## src/rtl/int_sequencer.sv

```systemverilog
`default_nettype none
// ============================================================================
//  Module   : int_sequencer
//  Purpose  : Interrupt entry/exit sequencer for a three-stage
//             fetch/decode/execute pipeline.
//             - Detects a rising edge on int_req.
//             - Drains the pipeline for DRAIN_CYCLES bubble cycles. The drain
//               count freezes while an execute hazard is present.
//             - Pushes the PC and then the flags through the memory stage.
//             - Jumps to the interrupt vector.
//             - On RTI, pops the flags and then the PC, and restores the PC
//               from the stack.
//
//  Parameters:
//    DRAIN_CYCLES  bubble cycles inserted before the PC push (0 = one cycle)
//
//  Ports:
//    clk          in   1  single clock, rising edge
//    rst          in   1  synchronous active-high reset
//    int_req      in   1  external interrupt line (edge detected)
//    hazard_i     in   1  execute-stage hazard, freezes the drain count
//    rti_i        in   1  RTI decoded (honoured only inside the ISR)
//    mem_ready_i  in   1  memory stage accepted the current stack op
//    fetch_stall  out  1  stall the fetch stage
//    flush_fd     out  1  flush the fetch->decode register
//    flush_de     out  1  flush the decode->execute register
//    pc_sel       out  2  00 sequential, 01 hold, 10 IVT vector, 11 restore
//    push_pc      out  1  stack push of the PC
//    push_flags   out  1  stack push of the flags
//    pop_flags    out  1  stack pop of the flags
//    pop_pc       out  1  stack pop of the PC
//    int_ack      out  1  interrupt acknowledge (vector cycle)
//    in_isr       out  1  the core is executing the service routine
//    busy         out  1  the sequencer owns the pipeline
//
//  Configuration macro:
//    INT_PENDING_EN  When defined, an event that arrives outside IDLE is
//                    held in a one-deep pending flag. That event is
//                    serviced straight from RESUME. When undefined, such
//                    events are dropped.
//
//  Revision : 1.0  initial release
// ============================================================================
module int_sequencer #(
   parameter int unsigned DRAIN_CYCLES = 3
) (
   input  logic       clk,
   input  logic       rst,
   input  logic       int_req,
   input  logic       hazard_i,
   input  logic       rti_i,
   input  logic       mem_ready_i,
   output logic       fetch_stall,
   output logic       flush_fd,
   output logic       flush_de,
   output logic [1:0] pc_sel,
   output logic       push_pc,
   output logic       push_flags,
   output logic       pop_flags,
   output logic       pop_pc,
   output logic       int_ack,
   output logic       in_isr,
   output logic       busy
);

   // Counter must be able to hold DRAIN_CYCLES itself; keep at least 1 bit.
   localparam int unsigned CNT_W = (DRAIN_CYCLES < 1) ? 1 : $clog2(DRAIN_CYCLES + 1);
   localparam logic [CNT_W-1:0] DRAIN_LOAD = CNT_W'(DRAIN_CYCLES);

   localparam logic [1:0] PC_SEQ     = 2'b00;
   localparam logic [1:0] PC_HOLD    = 2'b01;
   localparam logic [1:0] PC_VECTOR  = 2'b10;
   localparam logic [1:0] PC_RESTORE = 2'b11;

   typedef enum logic [3:0] {
      S_IDLE     = 4'd0,
      S_DRAIN    = 4'd1,
      S_PUSH_PC  = 4'd2,
      S_PUSH_FLG = 4'd3,
      S_VECTOR   = 4'd4,
      S_ISR      = 4'd5,
      S_POP_FLG  = 4'd6,
      S_POP_PC   = 4'd7,
      S_RESUME   = 4'd8
   } state_t;

   state_t           state;
   state_t           state_nxt;
   logic [CNT_W-1:0] drain_cnt;
   logic [CNT_W-1:0] drain_cnt_nxt;
   logic             int_req_q;
   logic             req_event;
   logic             restart;     // RESUME goes straight back to DRAIN

   // The registered copy is cleared by reset. As a result, a line held high
   // across reset release is seen as a fresh edge in the first cycle.
   assign req_event = int_req & ~int_req_q;

`ifdef INT_PENDING_EN
   logic pending;
   logic pending_nxt;

   // The pending flag is consumed in RESUME. An edge that arrives in RESUME
   // itself is serviced directly rather than being parked, so it cannot be
   // stranded in the flag after the FSM has returned to IDLE.
   assign restart = (state == S_RESUME) && (pending || req_event);

   always_comb begin
      pending_nxt = pending;
      if (restart) begin
         pending_nxt = 1'b0;
      end else if (req_event && (state != S_IDLE)) begin
         // One-deep: once set, further edges change nothing.
         pending_nxt = 1'b1;
      end
   end

   always_ff @(posedge clk) begin
      if (rst) begin
         pending <= 1'b0;
      end else begin
         pending <= pending_nxt;
      end
   end
`else
   assign restart = 1'b0;
`endif

   // ------------------------------------------------------------------------
   // State, drain counter and edge-detect registers
   // ------------------------------------------------------------------------
   always_ff @(posedge clk) begin
      if (rst) begin
         state     <= S_IDLE;
         drain_cnt <= '0;
         int_req_q <= 1'b0;
      end else begin
         state     <= state_nxt;
         drain_cnt <= drain_cnt_nxt;
         int_req_q <= int_req;
      end
   end

   // ------------------------------------------------------------------------
   // Next state, drain count and Moore outputs
   // ------------------------------------------------------------------------
   always_comb begin
      state_nxt     = state;
      drain_cnt_nxt = drain_cnt;
      fetch_stall   = 1'b0;
      flush_fd      = 1'b0;
      flush_de      = 1'b0;
      pc_sel        = PC_SEQ;
      push_pc       = 1'b0;
      push_flags    = 1'b0;
      pop_flags     = 1'b0;
      pop_pc        = 1'b0;
      int_ack       = 1'b0;
      in_isr        = 1'b0;
      busy          = 1'b1;

      case (state)
         S_IDLE: begin
            busy = 1'b0;
            if (req_event) begin
               state_nxt     = S_DRAIN;
               drain_cnt_nxt = DRAIN_LOAD;
            end
         end

         S_DRAIN: begin
            fetch_stall = 1'b1;
            flush_fd    = 1'b1;
            pc_sel      = PC_HOLD;
            // The cycle in which the count reads zero is the last drain cycle.
            // As a result, DRAIN_CYCLES = N gives N + 1 drain cycles.
            if (drain_cnt == '0) begin
               state_nxt = S_PUSH_PC;
            end else if (!hazard_i) begin
               drain_cnt_nxt = drain_cnt - CNT_W'(1);
            end
         end

         S_PUSH_PC: begin
            fetch_stall = 1'b1;
            pc_sel      = PC_HOLD;
            push_pc     = 1'b1;
            if (mem_ready_i) begin
               state_nxt = S_PUSH_FLG;
            end
         end

         S_PUSH_FLG: begin
            fetch_stall = 1'b1;
            pc_sel      = PC_HOLD;
            push_flags  = 1'b1;
            if (mem_ready_i) begin
               state_nxt = S_VECTOR;
            end
         end

         S_VECTOR: begin
            pc_sel    = PC_VECTOR;
            int_ack   = 1'b1;
            flush_fd  = 1'b1;
            flush_de  = 1'b1;
            state_nxt = S_ISR;
         end

         S_ISR: begin
            busy   = 1'b0;
            in_isr = 1'b1;
            if (rti_i) begin
               state_nxt = S_POP_FLG;
            end
         end

         S_POP_FLG: begin
            fetch_stall = 1'b1;
            pc_sel      = PC_HOLD;
            pop_flags   = 1'b1;
            if (mem_ready_i) begin
               state_nxt = S_POP_PC;
            end
         end

         S_POP_PC: begin
            fetch_stall = 1'b1;
            pc_sel      = PC_HOLD;
            pop_pc      = 1'b1;
            if (mem_ready_i) begin
               state_nxt = S_RESUME;
            end
         end

         S_RESUME: begin
            pc_sel   = PC_RESTORE;
            flush_fd = 1'b1;
            flush_de = 1'b1;
            if (restart) begin
               state_nxt     = S_DRAIN;
               drain_cnt_nxt = DRAIN_LOAD;
            end else begin
               state_nxt = S_IDLE;
            end
         end

         default: begin
            busy      = 1'b0;
            state_nxt = S_IDLE;
         end
      endcase
   end

endmodule
`default_nettype wire

```

## config.mk

```make
export PLATFORM = sky130hd
export DESIGN_NAME = int_sequencer
export DESIGN_NICKNAME = d
export VERILOG_FILES = /design/src/rtl/int_sequencer.sv
export SDC_FILE = /design/constraint.sdc
export NUM_CORES = 1
export LEC_CHECK = 0
export ABC_AREA = 0
export CAP_MARGIN = 15
export CORE_MARGIN = 3
export CORE_UTILIZATION = 37
export CTS_BUF_LIST = sky130_fd_sc_hd__clkbuf_16
export CTS_CLUSTER_SIZE = 40
export DETAILED_ROUTE_END_ITERATION = 10
export PLACE_DENSITY = 0.71
export REMOVE_ABC_BUFFERS = 1
export SLEW_MARGIN = 20
export SYNTH_ARGS = -nofsm -noshare
export SYNTH_HDL_FRONTEND = slang
export SYNTH_SLANG_ARGS = --single-unit
```

## constraint.sdc

```tcl
create_clock -name clk -period 1.4 [get_ports clk]
set_clock_uncertainty 0.15 [all_clocks]
set_input_delay 0.14 -clock clk [delete_from_list [all_inputs] [get_ports clk]]
set_output_delay 0.14 -clock clk [all_outputs]
set_load 0.005 [all_outputs]
```

==> results of run 1 <==
-- Yosys cell counts (all sizes together), types with 2 or more instances --
cell | instances | area share [%]
nand2 | 5 | 3.8
clkbuf | 2 | 1.5
inv | 2 | 1.5
a211oi | 2 | 3.1
nand2b | 5 | 6.4
dfxtp | 7 | 28
nor2 | 6 | 4.6
nor2b | 2 | 2.5
a21oi | 2 | 2.0
nand3 | 2 | 2.0
or2 | 2 | 2.5
buf | 2 | 3.3
nor3 | 9 | 9.2
-- stage by stage --
stage	hold WS, ns	setup WS (ns)	instances	utilization (%)	instance area [um^2]
2_1_floorplan	0.06161	-0.1934	60	-	467.9
3_3_place_gp	0.3949	-0.3443	115	71.37	835.8
3_5_place_dp	0.4016	-0.3675	115	71.37	835.8
4_1_cts	0.3574	-0.3317	125	94.87	1111
-- kinds of logic after synthesis --
family / count (synthesis)
xor gates and xnor gates: 2
DFF: 7
adders and majority gates: 1
and+or+nand+nor: 38
AOI/OAI and AO/OA: 8
muxes: 2
buffers and inverters: 6
-- repair_timing --
item / CTS
hold endpoints to repair: 0
buffers inserted: 6
pin swaps: 6
setup endpoints to repair: 17
resized for setup: 77
==> flow_metrics.py, run 1 <==
metrics = {
    "run_status": {
        "outcome": "did not finish",
        "haltStage": "global routing",
        "error": "[ERROR DPL-0038] Utilization greater than 100%, impossible to legalize",
    },
    "yosys": {
        "synth-adder-area-share_pct": 2.545,
        "syn_area_per_cell_um2": 7.683,
        "synth_top_family_by_area": "simple AND/OR/NAND/NOR gates",
        "synth_warnings": 0,
        "syn_inst": 64,
        "synth_compound_area_share_pct": 12.72,
        "synth.distinct_cells": 30,
        "ys.flop_type": "dfxtp_1",
        "synthMuxAreaShare_pct": 4.326,
        "synth_xor_area_share_pct": 3.562,
        "synth_edf_count": 0,
        "synth_simple_gate_area_share_pct": 41.98,
        "ys_seq_elements": 7,
        "netlist_area_um2": 491.7,
        "ys_async_sr_fraction_pct": 0,
        "yosysSeqAreaShare_pct": 28.50,
    },
    "floorplan": {
        "boundaryPins": 18,
        "rows": 12,
        "start_util_pct": 41.99,
        "die_w_um": 42.46,
        "fp.dieH_um": 42.46,
    },
    "clock_network": {
        "clock_sinks": 7,
        "cts_root_buffer": "clkbuf_16",
        "cts_hold_buffers": 0,
        "clock_path_buffers": 2,
        "cts_buffers": 3,
        "ctsHtreeMaxLevel": 1,
    },
    "global_route": {
        "grt_max_degree": 9,
    },
    "placed_design": {
        "hpwl_mm": 1.033,
        "port_buffers": 17,
        "gp_congestion": 0.8239,
    },
    "timing": {
        "worst_endpoint_kind": "register input",
        "postGrtWorstEndpoint": "drain_cnt[0]$_SDFFE_PP0P_/D",
    },
}
==> run 2, diff against run 1 <==
- CORE_AREA: default -> 3 3 64 66
- CORE_MARGIN: 3 -> default
- CORE_UTILIZATION: 37 -> default
- CTS_BUF_LIST: sky130_fd_sc_hd__clkbuf_16 -> default
- CTS_CLUSTER_SIZE: 40 -> default
- DIE_AREA: default -> 0 0 67 69
- PLACE_DENSITY: 0.71 -> default
- PLACE_DENSITY_LB_ADDON: default -> 0.15
- clock period: 1.4 -> 1.8 ns (I/O delays scaled with it)
==> flow_metrics.py, run 2 <==
metrics = {
    "timing": {
        "drv_slew": 0,
        "rsz0062_at_grt": "false",
        "clock.fmax_mhz": 580.6,
        "post-route-min-period_ns": 1.722,
        "setup_viol": 0,
        "period_share_pct": 95.68,
        "maxSlewHeadroom_pct": 80.10,
        "final.setup.worst_slack_ns": 0.07776,
        "hold_violations": 0,
        "tightestPinTransition_ns": 0.2975,
    },
    "yosys": {
        "synth_edf_count": 0,
        "netlist_area_um2": 491.7,
        "ys.flop_type": "dfxtp_1",
        "yosysSeqAreaShare_pct": 28.50,
        "synth.largest_area_cell": "dfxtp_1",
        "synth.distinct_cells": 30,
        "synth_most_common_cell": "nor3_1",
        "synth_common_cells": "9 x nor3_1, 7 x dfxtp_1, 6 x nor2_1, 5 x nand2_1, 5 x nand2b_1",
        "ys_async_sr_fraction_pct": 0,
        "synth_top_area_share_pct": 28.50,
        "syn_area_per_cell_um2": 7.683,
        "ys_seq_elements": 7,
        "synth_warnings": 0,
        "synth_area_leaders": "dfxtp_1 28%, nor3_1 9.2%, nand2b_1 6.4%, nor2_1 4.6%, nand2_1 3.8%",
        "syn_inst": 64,
    },
    "clock_network": {
        "clk_latency_ns": 0.24,
        "clock_sinks": 7,
        "cts_hold_buffers": 0,
        "cts_root_buffer": "clkbuf_8",
        "ctsHtreeMaxLevel": 1,
        "clock_path_buffers": 2,
        "cts_buffers": 3,
        "cts_tree": "built",
        "clkTransAtPathRegs_ns": 0.05,
    },
    "floorplan": {
        "dieArea_um2": 4623,
        "fp.dieH_um": 69,
        "boundaryPins": 18,
        "start_util_pct": 13.53,
        "rows": 22,
        "die_w_um": 67,
        "core_um2": 3633,
    },
    "layout": {
        "design_area_um2": 932.1,
        "nFillCells": 424,
        "top_regs": "state (4), drain_cnt (2), int_req_q (1)",
        "mostFrequentLayoutCells": "17 x buf_4, 9 x nor3_1, 9 x dlygate4sd2_1",
        "final_common_cell": "buf_4",
        "drive_gt1_share_pct": 34.00,
        "largest_reg_flops": 4,
        "multi_input_area_um2": 355.3,
        "nNetsFinal": 108,
        "seq_area_um2": 150.1,
        "antenna_cells": 0,
        "top_register": "state",
        "syn_to_final_growth_pct": 89.57,
    },
    "setup_path": {
        "r2r_cells": 5,
        "end_kind": "register",
        "crit_start": "state[1]",
        "worstPathArrival_ns": 1.68,
        "crit_end": "drain_cnt[0]",
        "worstPathMaxFanout": 9,
        "ff2ff_setup_slack_ns": 0.08,
        "critical-path-max-stage-delay_ns": 0.38,
        "required_ns": 1.76,
        "reg2reg_to": "drain_cnt[0]",
        "start_kind": "register",
        "critPathBufInv": 1,
        "path_class": "register to register",
        "cp_top_family": "simple AND/OR/NAND/NOR gates",
        "cp_slowest_cell": "or3_1",
        "crit_chain": "buf_4, or3_1, a311o_1, nor3_1, a211oi_1",
        "rr_startpoint": "state[1]",
        "path_depth": 5,
    },
    "min_path": {
        "hold_path.class": "register to register",
        "whs_path_depth": 2,
        "min_from": "drain_cnt[1]",
    },
    "placed_design": {
        "pre_cts_ws_ns": -0.08918,
        "dpl_cell_area_um2": 810.8,
        "gp_congestion": 0.7273,
        "port_buffers": 17,
        "hpwl_mm": 1.256,
    },
    "global_route": {
        "grt_pass1_vias": 543,
        "overflow": 0,
        "gr-usage-all-layers_pct": 7.134,
        "grt_max_degree": 10,
        "grt_pass1_wl_mm": 2.442,
        "antenna_found_initial": 0,
    },
    "power": {
        "p_comb_share_pct": 59.5,
        "p_per_area_nw_per_um2": 1227,
        "seq_power_share_pct": 19.9,
        "leakage_nw": 0.4322,
        "p_int_uw": 748.9,
        "switching_share_pct": 34.52,
        "switchingPower_uw": 394.7,
        "clkPwrFrac_pct": 20.6,
        "ir_drop_uv": 197.0,
    },
    "drt": {
        "wl_met2_um": 713,
        "wl_per_cell_um": 10.61,
        "num_vias": 581,
        "route.detailed.drc": 0,
        "first_pass_iters": 2,
        "first_iter_violations": 4,
        "finalWirelength_mm": 1.570,
        "drtAntennaViolNets": 0,
        "wl_met3_um": 74,
        "m1WireLength_um": 719,
        "avgViaCountPerCell": 3.926,
        "top_layer": "met4",
    },
    "run_status": {
        "outcome": "completed",
    },
    "flow_run": {
        "cap_violations": 0,
    },
}
## run 2: cell counts after synthesis
Identical to the previous run, type by type.
## run 2: per-layer routing
metal  up-vias  track usage [%]
met5         -                0
met2        17            10.81
met1       259            8.268
met4         0            6.081
li1        300                -
met3         5            1.466
## run 2: timing repair
action	in CTS	in global routing
pin swaps	2	1
buffers inserted	2	2
endpoints found under the setup margin	12	4
gates resized for setup	21	6
## run 2: cell families after synthesis
family,synth area share (%)
multiplexers,4.326
AO/OA/AOI/OAI,12.72
adder cells (fa/ha/maj),2.544
XOR/XNOR,3.563
flip-flops,28.50
AND/OR/NAND/NOR,41.99
buffers and inverters,6.361
## run 2: layout make-up
class                      instances  area share, %
tap                               48          6.443
sequential                         7          16.11
inverter                           2         0.8054
clock buffer                       4          4.832
multi-input combinational         51          38.12
timing repair buffer              36          33.69
## run 2: metrics by stage
stage	TNS [ns]	hold WS [ns]	instances	power (mW)	utilization (%)
after detailed placement	-0.1609	0.3193	140	0.9051	22.31
final	0	0.3233	148	1.144	25.65
after floorplan	0	0.1016	60	0.5302	-
after global routing	0	0.3561	148	1.223	25.65
after global placement	-0.2645	0.3078	140	0.9033	22.31
after CTS	-0.1559	0.3255	146	1.155	24.62
## run 2: power by group through the flow
stage / clock, mW / combinational [mW] / sequential (mW)
floorplan: 0 / 0.280 / 0.250
global placement: 0 / 0.682 / 0.221
detailed placement: 0 / 0.683 / 0.222
CTS: 0.239 / 0.688 / 0.228
global route: 0.246 / 0.745 / 0.233
finish: 0.235 / 0.681 / 0.227
## run 2: how the worst min path moves through the flow
stage	endpoint	slack [ns]
6_report	drain_cnt[1]	0.32
5_1_grt	drain_cnt[1]	0.36
4_1_cts	drain_cnt[1]	0.33
3_5_place_dp	drain_cnt[1]	0.32
3_3_place_gp	drain_cnt[1]	0.31
2_1_floorplan	int_req_q	0.10
## run 2: tightest hold or removal path, cell delays in order, from the launching register on
cell and delay (ns):
dfxtp_1 0.29, inv_1 0.07, a211oi_1 0.06
No activity file was read; power rests on OpenSTA's default activity.
==> variant 1: new RTL, config.mk and constraints of run 2 <==
`DRAIN_CYCLES`: 3 -> 5.
--- a/src/rtl/int_sequencer.sv
+++ b/src/rtl/int_sequencer.sv
@@ -44,3 +44,3 @@
 module int_sequencer #(
-   parameter int unsigned DRAIN_CYCLES = 3
+   parameter int unsigned DRAIN_CYCLES = 5
 ) (
Behaviour: not the same (a bounded check fails within 10 cycles, from zero or initial values and one cycle with rst high).
==> variant 1 against run 2 <==
- the flow now finishes with violations (negative setup slack)
- area after synthesis rose by 23%
- via count rose by 4.0%
- worst setup slack got worse by 0.12 ns
- cell area rose by 6.6%
- routed wire length fell by 1.5%
- total power rose by 36%
- maximum frequency fell by 6.3%
- sequential cell count rose by 1
- highest routed layer unchanged
==> variant 1: results <==
outcome:
  status: "finished, violations left"
  violations: "negative setup slack"
power_and_ir_drop:
  vdd_drop_max_uv: 243
  leakage_nw: 0.480
setup_path:
  cp.arrival_ns: 1.51
  cp_slowest_stage_delay_ns: 0.54
final_layout:
  num-nonclk-buffers: 34
  inv_count: 7
  n_clock_buffer: 3
  layout-drive-gt1-share_pct: 31.8
  nMultiInputCombCells: 55
  buf_share_pct: 30.7
  fillers: 405
  reg_top3: "state: 4 flops, drain_cnt: 3 flops, int_req_q: 1 flops"
synthesis:
  synth_xor_area_share_pct: 2.90
  seq_area_frac_synth_pct: 26.5
sta:
  fin_ws_ns: -0.0375
  setup-violations-final: 3
detailed_routing:
  viasPerCell: 3.90
  dr_wl_met2_um: 697
  wl_met1_um: 715
  routed-wl-met3_um: 91
global_route:
  grt_pass1_vias: 563
  track_usage_pct: 6.90
place:
  place_congestion: 0.833
clock_tree:
  worstSkewPairLatency_ns: 0.22
  cts_sinks: 8
-- variant 1: cell count changes after synthesis, sizes merged, moves of 2 or more --
| cell | before | now |
|---|---|---|
| nor3 | 9 | 4 |
| nor4 | 1 | 3 |
| nand2b | 5 | 3 |
| inv | 2 | 7 |
| nor2b | 2 | 6 |
| nor2 | 6 | 8 |
| nand2 | 5 | 7 |
| a21oi | 2 | 0 |
-- variant 1: power by group through the flow --
| stage | clock, mW | combinational (mW) | sequential (mW) |
|---|---|---|---|
| global route | 0.228 | 1.17 | 0.291 |
| floorplan | 0 | 0.493 | 0.301 |
| finish | 0.207 | 1.06 | 0.284 |
| detailed placement | 0 | 0.986 | 0.277 |
| CTS | 0.218 | 1.08 | 0.284 |
| global placement | 0 | 0.999 | 0.279 |
-- variant 1: worst max-delay path, delay by kind of cell, from the launching register on --
| kind | cells | cell delay [ns] |
|---|---|---|
| buffers and inverters | 2 | 0.38 |
| and+or+nand+nor | 2 | 0.58 |
| DFF | 1 | 0.32 |
-- variant 1: metrics by stage --
stage	setup WS (ns)	total power [mW]	instance area, µm²	TNS, ns
after floorplan	-0.0702	0.794	566	-0.0702
after CTS	-0.0477	1.58	993	-0.201
after global placement	-0.0406	1.28	878	-0.127
after global routing	-0.0874	1.69	993	-0.306
after detailed placement	-0.0357	1.26	878	-0.129
final	-0.0375	1.55	993	-0.0987
-- variant 1: worst paths after layout --
path / start / endpoint / cells after the start
worst min-delay path: drain_cnt[2] / drain_cnt[2] / 2
worst min register to register: drain_cnt[2] / drain_cnt[2] / 2
worst max register to register: state[3] / state[0] / 5
worst max-delay path: state[3] / flush_fd / 4
-- variant 1: repair_timing --
| item | CTS | global route |
|---|---|---|
| buffers inserted | 6 | 0 |
| resized for setup | 24 | 4 |
| endpoints found under the setup margin | 13 | 9 |
| pin swaps | 2 | 1 |
==> variant 2: new RTL, config.mk and constraints of run 2 <==
Without the edit above. Re-encode `state_t` (9 states) as one-hot, 9 bits wide.
--- a/src/rtl/int_sequencer.sv
+++ b/src/rtl/int_sequencer.sv
@@ -74,12 +74,12 @@
 
-   typedef enum logic [3:0] {
-      S_IDLE     = 4'd0,
-      S_DRAIN    = 4'd1,
-      S_PUSH_PC  = 4'd2,
-      S_PUSH_FLG = 4'd3,
-      S_VECTOR   = 4'd4,
-      S_ISR      = 4'd5,
-      S_POP_FLG  = 4'd6,
-      S_POP_PC   = 4'd7,
-      S_RESUME   = 4'd8
+   typedef enum logic [8:0] {
+      S_IDLE     = 9'b000000001,
+      S_DRAIN    = 9'b000000010,
+      S_PUSH_PC  = 9'b000000100,
+      S_PUSH_FLG = 9'b000001000,
+      S_VECTOR   = 9'b000010000,
+      S_ISR      = 9'b000100000,
+      S_POP_FLG  = 9'b001000000,
+      S_POP_PC   = 9'b010000000,
+      S_RESUME   = 9'b100000000
    } state_t;
Behaviour: no difference found for any inputs over 10 cycles, from zero or initial values and one cycle with rst high; not proved beyond that.
==> variant 2 against run 2 <==
- the run now ends with negative setup slack left
- routed wire length is 83% higher
- worst setup slack worse by 0.21 ns
- core utilization is 20 points higher
- combinational power is 88% higher
- total power is 72% higher
- sequential share of layout area is 0.30 points lower
- register-to-register slack worse by 0.18 ns
- cell area is 77% higher
- highest routed layer unchanged
- non-clock buffer count is 29 higher
- largest cell class unchanged
- sequential cell count is 5 higher
- global-route usage is 5.7 points higher
- area after synthesis is 76% higher
==> variant 2: results <==
outcome:
  status: "finished, violations left"
  violations: "negative setup slack"
sta:
  fin_ws_ns: -0.133
  setup-violations-final: 13
  hold_slack_ns: 0.332
  fin_tns_setup_ns: -0.962
  relSlewSlack_pct: 76.5
final_layout:
  reg_top3: "state: 9 flops, drain_cnt: 2 flops, int_req_q: 1 flops"
  fillers: 367
hold_path:
  min_path_cells: 1
  hp-start: "drain_cnt[0]"
  min_to: "drain_cnt[0]"
detailed_routing:
  dr_total_vias: 972
  dr_wl_met2_um: 1550
  routed-wl-met3_um: 71
  wl_met1_um: 1190
  dr.pass1.iters: 4
  wire_per_inst_um: 13.6
  first_iter_violations: 26
power_and_ir_drop:
  leakage_nw: 0.724
  vdd_drop_max_uv: 359
  p_per_area_mw_per_mm2: 1190
setup_path:
  r2r_start: "state[3]"
  rr_worst_depth: 8
  worstSetupEndpoint: "busy"
  cpMaxStageDelayCell: "dfxtp_4"
  cp.arrival_ns: 1.60
  rrSetupSlack_ns: -0.10
  cp_max_fo: 4
clock_tree:
  post_cts_buffers: 17
  cts_resized: 75
global_route:
  grt_pass1_vias: 954
  track_usage_pct: 12.9
  grt_max_degree: 9
synthesis:
  synth_mux_area_share_pct: 0
  synth_compound_area_share_pct: 26.0
  synth_cell_types: 42
  synthAdderAreaFrac_pct: 1.44
  synth_area_leaders: "dfxtp_1 (28%), nor4_4 (4.9%), nor2_1 (4.3%)"
  ys_top_cells_by_count: "dfxtp_1 (12), nor2_1 (10), inv_1 (8)"
  seq_area_frac_synth_pct: 27.7
place:
  hpwlAfterDp_um: 2050
  place_congestion: 0.816
variant 2: cell types whose count changed after synthesis, sizes merged, moves of 3 or more:
| cell | delta |
|---|---|
| a21oi | +4 |
| dfxtp | +5 |
| inv | +6 |
| nand3 | +3 |
| nor2 | +5 |
| nor3 | -5 |
| o21ai | +5 |
variant 2: metrics by stage:
step / utilization (%) / cell area [µm²] / std cells
2_1_floorplan: - / 858 / 94
3_3_place_gp: 36.2 / 1310 / 189
3_5_place_dp: 36.2 / 1310 / 189
4_1_cts: 44.0 / 1600 / 210
5_1_grt: 45.5 / 1650 / 211
6_report: 45.5 / 1650 / 211
variant 2: area by class of cell:
type / count / share of cell area (%)
flip-flops and latches: 12 / 15.8
inverters: 8 / 1.82
multi-input cells: 74 / 43.9
well taps: 48 / 3.63
clock buffers: 4 / 3.33
repair buffers: 65 / 31.5
variant 2: metal layers:
metal | vias up | GRT usage [%]
li1 | 485 | -
met1 | 463 | 15.0
met2 | 18 | 23.1
met3 | 6 | 1.47
met4 | 0 | 4.73
met5 | - | 0
